<file path="config.mk">
export PLATFORM = sky130hd
export DESIGN_NAME = bias_add_relu_layer17
export DESIGN_NICKNAME = d
export VERILOG_FILES = /design/src/rtl/bias_add_relu_layer17.sv
export SDC_FILE = /design/constraint.sdc
export NUM_CORES = 2
export LEC_CHECK = 0
export ABC_AREA = 1
export CORE_AREA = 10 10 329 331
export CTS_CLUSTER_DIAMETER = 60
export DETAILED_ROUTE_END_ITERATION = 10
export DIE_AREA = 0 0 339 341
export PLACE_DENSITY_LB_ADDON = 0.08
export SETUP_SLACK_MARGIN = 0.15
export SLEW_MARGIN = 20
export SYNTH_ARGS = -nofsm -noshare
export SYNTH_HDL_FRONTEND = slang
export SYNTH_SLANG_ARGS = --single-unit
</file>
<file path="constraint.sdc">
create_clock -name clk -period 58.9 [get_ports clk]
set_input_delay 11.78 -clock clk [delete_from_list [all_inputs] [get_ports clk]]
set_output_delay 11.78 -clock clk [all_outputs]
set_load 0.1 [all_outputs]
</file>
<file path="src/rtl/bias_add_relu_layer17.sv">
// Post-accumulation stage for layer 17: per-channel bias add, signed saturation
// to 18 bits and optional ReLU, in two register stages under a global stall.
`timescale 1ns/1ps
module bias_add_relu_layer17 #(
   parameter int N_adder_tree = 16,
   parameter int N_GROUPS     = 4,
   parameter int RELU_EN      = 1
) (
   input  logic                       clk,
   input  logic                       rst,
   input  logic                       clear,
   input  logic                       in_valid,
   output logic                       in_ready,
   input  logic [N_adder_tree*18-1:0] in_data,
   output logic [1:0]                 group_sel,
   input  logic [N_adder_tree*18-1:0] bias_in,
   output logic                       out_valid,
   input  logic                       out_ready,
   output logic [N_adder_tree*18-1:0] out_data,
   output logic [1:0]                 out_group
);
   localparam int W  = 18;
   localparam int DW = N_adder_tree * W;

   // Handshake: a beat moves on a rising edge where valid and ready are both 1;
   // in_ready depends only on out_valid/out_ready, never on in_valid.
   logic                          adv;
   logic                          accept;
   logic [1:0]                    grp_q, grp_d;
   logic                          s1_valid_q, s1_valid_d;
   logic [1:0]                    s1_tag_q, s1_tag_d;
   logic [N_adder_tree-1:0][W:0]  s1_sum_q, s1_sum_d;
   logic                          s2_valid_q, s2_valid_d;
   logic [1:0]                    s2_tag_q, s2_tag_d;
   logic [DW-1:0]                 s2_data_q, s2_data_d;
   logic [W:0]                    wide;
   logic [W-1:0]                  res;
   logic [W-1:0]                  a_k;
   logic [W-1:0]                  b_k;

   always_comb begin
      adv        = !s2_valid_q || out_ready;
      accept     = in_valid && adv;
      grp_d      = grp_q;
      s1_valid_d = s1_valid_q;
      s1_tag_d   = s1_tag_q;
      s1_sum_d   = s1_sum_q;
      s2_valid_d = s2_valid_q;
      s2_tag_d   = s2_tag_q;
      s2_data_d  = s2_data_q;
      wide       = '0;
      res        = '0;
      a_k        = '0;
      b_k        = '0;

      if (clear)
         grp_d = '0;
      else if (accept)
         grp_d = (grp_q == 2'(N_GROUPS - 1)) ? 2'd0 : grp_q + 2'd1;

      if (adv) begin
         s1_valid_d = in_valid && !clear;
         s1_tag_d   = grp_q;
         s2_valid_d = s1_valid_q;
         s2_tag_d   = s1_tag_q;
         for (int k = 0; k < N_adder_tree; k++) begin
            a_k         = in_data[k*W +: W];
            b_k         = bias_in[k*W +: W];
            s1_sum_d[k] = {a_k[W-1], a_k} + {b_k[W-1], b_k};

            // Overflow shows as the two top bits of the 19-bit sum disagreeing.
            wide = s1_sum_q[k];
            if (wide[W] != wide[W-1])
               res = wide[W] ? {1'b1, {(W-1){1'b0}}} : {1'b0, {(W-1){1'b1}}};
            else
               res = wide[W-1:0];
            if (RELU_EN != 0 && res[W-1])
               res = '0;
            s2_data_d[k*W +: W] = res;
         end
      end

      if (clear) begin
         s1_valid_d = 1'b0;
         s2_valid_d = 1'b0;
      end
   end

   always_ff @(posedge clk or posedge rst) begin
      if (rst) begin
         grp_q      <= '0;
         s1_valid_q <= 1'b0;
         s1_tag_q   <= '0;
         s1_sum_q   <= '0;
         s2_valid_q <= 1'b0;
         s2_tag_q   <= '0;
         s2_data_q  <= '0;
      end else begin
         grp_q      <= grp_d;
         s1_valid_q <= s1_valid_d;
         s1_tag_q   <= s1_tag_d;
         s1_sum_q   <= s1_sum_d;
         s2_valid_q <= s2_valid_d;
         s2_tag_q   <= s2_tag_d;
         s2_data_q  <= s2_data_d;
      end
   end

   assign in_ready  = adv;
   assign group_sel = grp_q;
   assign out_valid = s2_valid_q;
   assign out_data  = s2_data_q;
   assign out_group = s2_tag_q;

endmodule

</file>
==> summary.md <==
| Metric | Value |
|---|---|
| Status | finished clean |
| Post-synth cell types | 32 |
| VDD IR max | 32.9 µV |
| Mapped cell area | 39600 µm² |
| Most frequent cell on the critical path | clkdlybuf4s50_1 |
| Final total power | 2.25 mW |
| Max-slew violation count | 0 |
| Yosys warns | 0 |
| Combinational family with the most area after synthesis | simple AND/OR/NAND/NOR gates |
| Clk sinks | 584 |
| FF-to-FF setup slack | 54.33 ns |
| CTS-repair resized insts | 0 |
| Worst-path clk slew | 0.06 ns |
| Buffer depth of the longest clock path | 3 |
| Complex-gate fraction of the synthesized area | 0.126 |
| Period utilization | 0.439 |
| Hpwl dp | 118 mm |
| Port-buffer cells | 858 |
| Fmax | 0.0386 GHz |
| Startpoint types | input port |
| Die X | 339 µm |
| Initial Util | 0.391 |
| Portion of netlist area occupied by mux cells | 0 |
| First-pass GRT wire length | 227 mm |
| Synth top cells by count | nand2_1 (2082), dfrtp_1 (584), a21oi_1 (512) |
| Ports | 875 |
| Final Routed Wirelength | 148 mm |
| DIE AREA | 116000 µm² |
| Register bit total from synthesis | 584 |
| # Post-CTS Setup Buffers | 0 |
| Seq/Total Area, Yosys | 0.369 |
| Main flop type after synthesis | dfrtp_1 |
| Row cnt | 117 |
| Via count | 39400 |
| PwrDens | 43.3 nW/µm² |
| Simple-gate share of the synthesized area | 0.308 |
| RSZ-0062 raised after global routing | no |
| Initial antenna violation count | 46 |
| Nets | 7344 |
| DRC viols | 0 |
| Placed instance area | 49100 µm² |
| Final Hold Fails | 0 |
| Drt first pass iters | 5 |
| Setup violators final | 0 |
| Most frequent cell after synthesis | nand2_1 |
| Worst Path Arrival | 14.10 ns |
| Initial drt markers | 2308 |
| Crit-path cells | clkdlybuf4s50_1 -> nor2_4 -> inv_8 -> clkdlybuf4s50_1 |
| Share of the synthesized area in the top cell type | 0.369 |
| CTS tree | done |
| Slowest cell on crit path | clkdlybuf4s50_1 |
| # hold bufs at CTS | 0 |
| Setup TNS | 0 ns |
| Syn Area/Cell | 7.04 µm² |
| Final ANT Viol Nets | 0 |
| CTS root buf | clkbuf_16 |
| Hold Path Class | flip-flop to flip-flop |
| Crit Path Category | input port to output pin |
| Gate Count Post-Synth | 5633 |
| Post-layout min period | 25.88 ns |
| Number of synthesized flops with an enable pin | 0 |
| Synth area leaders | dfrtp_1 (37%), nand2_1 (20%), ha_1 (10%) |
| Pleak | 25.2 nW |
| Max Clock Skew | 0.0215 ns |
| Largest area contributor in the netlist | dfrtp_1 |
| Crit path largest cell delay | 1.26 ns |
| # fillers | 10100 |
| GRT overflow | 0 |
| Layout cells sized above 1 | 0.0347 |
| Max cap viols | 0 |
| CP max FO | 82 |
| Drt wl/cell | 18.8 µm |
| GR Util All Layers | 0.247 |
| Die Height | 341 µm |
| Worst-skew pair later-pin latency | 0.65 ns |
| Num CTS Buffers | 82 |
| GPL Wtd Cong | 0.916 |
| Design area | 52100 µm² |
| Routed via count divided by cell count | 5.00 |
| Synth Area in Adders | 0.109 |
| Pin count of the biggest net entering global routing | 164 |
| Worst Path Required | 47.12 ns |
| H-tree lvl count | 3 |
| Core area | 101000 µm² |
| Xor/xnor share of the synthesized area | 0.0152 |
| Max-slew headroom | 0.202 |
| Post-synth ARST share | 1.00 |
| Synthesis-to-layout area growth | 31.4% |
| Vias in the first global route | 38700 |
| Worst Setup End Kind | output pin |
| Slew @ Worst Pin | 1.19 ns |
-- through the flow --
step                      cells  worst slack, ns  hold WS [ns]  utilization
after global placement     7709            33.02         0.459        0.484
after floorplan            5648            30.78         0.442            -
final                      7884            33.02         0.472        0.513
after global routing       7882            32.95         0.494        0.513
after CTS                  7859            33.02         0.477        0.513
after detailed placement   7709            33.02         0.459        0.484
-- path summary, 6_finish.rpt --
path                                   from            end  cells past startpoint
worst max-delay path              out_ready       in_ready                      4
worst min-delay path            s1_tag_q[1]   out_group[1]                      2
worst max register to register    out_valid   s1_sum_q[45]                      9
worst min register to register  s1_tag_q[1]   out_group[1]                      2
max in group asynchronous               rst  out_data[105]                      4
min in group asynchronous               rst  s1_sum_q[191]                      2
-- cell usage in the layout (no fill, tap or decap), drive strengths merged --
cell and instances:
clkinvlp 7, clkinv 19, nand3b 63, bufinv 8, nand3 397, and2 18
or2 39, nor3 45, clkdlybuf4s50 850, inv 509, nand2 2082, dfrtp 584
xor2 33, conb 16, o21ai 435, o21bai 26, nor2 324, fa 16
ha 321, diode 24, xnor2 36, nand4 14, o31ai 1, and3 1
buf 24, clkbuf 103, a31oi 9, a21oi 512
-- report_power, final --
part           leakage [nW]  total (mW)  switching [mW]  internal, mW
registers              7.13       0.591          0.0758         0.515
clock network          1.41       0.522           0.204         0.318
logic                  16.6        1.14           0.868         0.273
-- layer usage --
metal / track usage / vias up / wire (µm)
li1: - / 19900 / -
met1: 0.296 / 18300 / 61000
met2: 0.426 / 967 / 72300
met3: 0.0619 / 217 / 9930
met4: 0.0848 / 46 / 4320
met5: 0 / - / 301
-- cells by family (layout without fill, tap and decap cells) --
kind of cell | count (synthesis) | in the layout
flip-flops | 584 | 584
other | 1 | 40
AND/OR/NAND/NOR | 2983 | 2983
buffers and inverters | 676 | 1520
AO/OA/AOI/OAI | 983 | 983
XOR/XNOR | 69 | 69
adder cells (fa/ha/maj) | 337 | 337
-- worst max-delay path, delay by kind of cell --
family	cells	cell delay [ns]
simple gates	1	0.07
buf+inv	3	2.14
-- state kept, by name, indices dropped and copies added, names as in the netlist --
register,flops
group_sel,2
out_data,272
out_group,2
out_valid,1
s1_sum_q,304
s1_tag_q,2
s1_valid_q,1
-- cell type report --
| type | count | area [µm²] | area share |
|---|---|---|---|
| clock buffers | 103 | 2310 | 0.0444 |
| multi-input cells | 4388 | 22200 | 0.426 |
| inverters | 496 | 1880 | 0.0360 |
| well taps | 1368 | 1710 | 0.0329 |
| flip-flops and latches | 584 | 14600 | 0.281 |
| repair buffers | 874 | 8720 | 0.167 |
| clock inverters | 47 | 576 | 0.0110 |
| diodes | 24 | 60.1 | 0.00115 |
No activity file was read; power rests on OpenSTA's default activity.
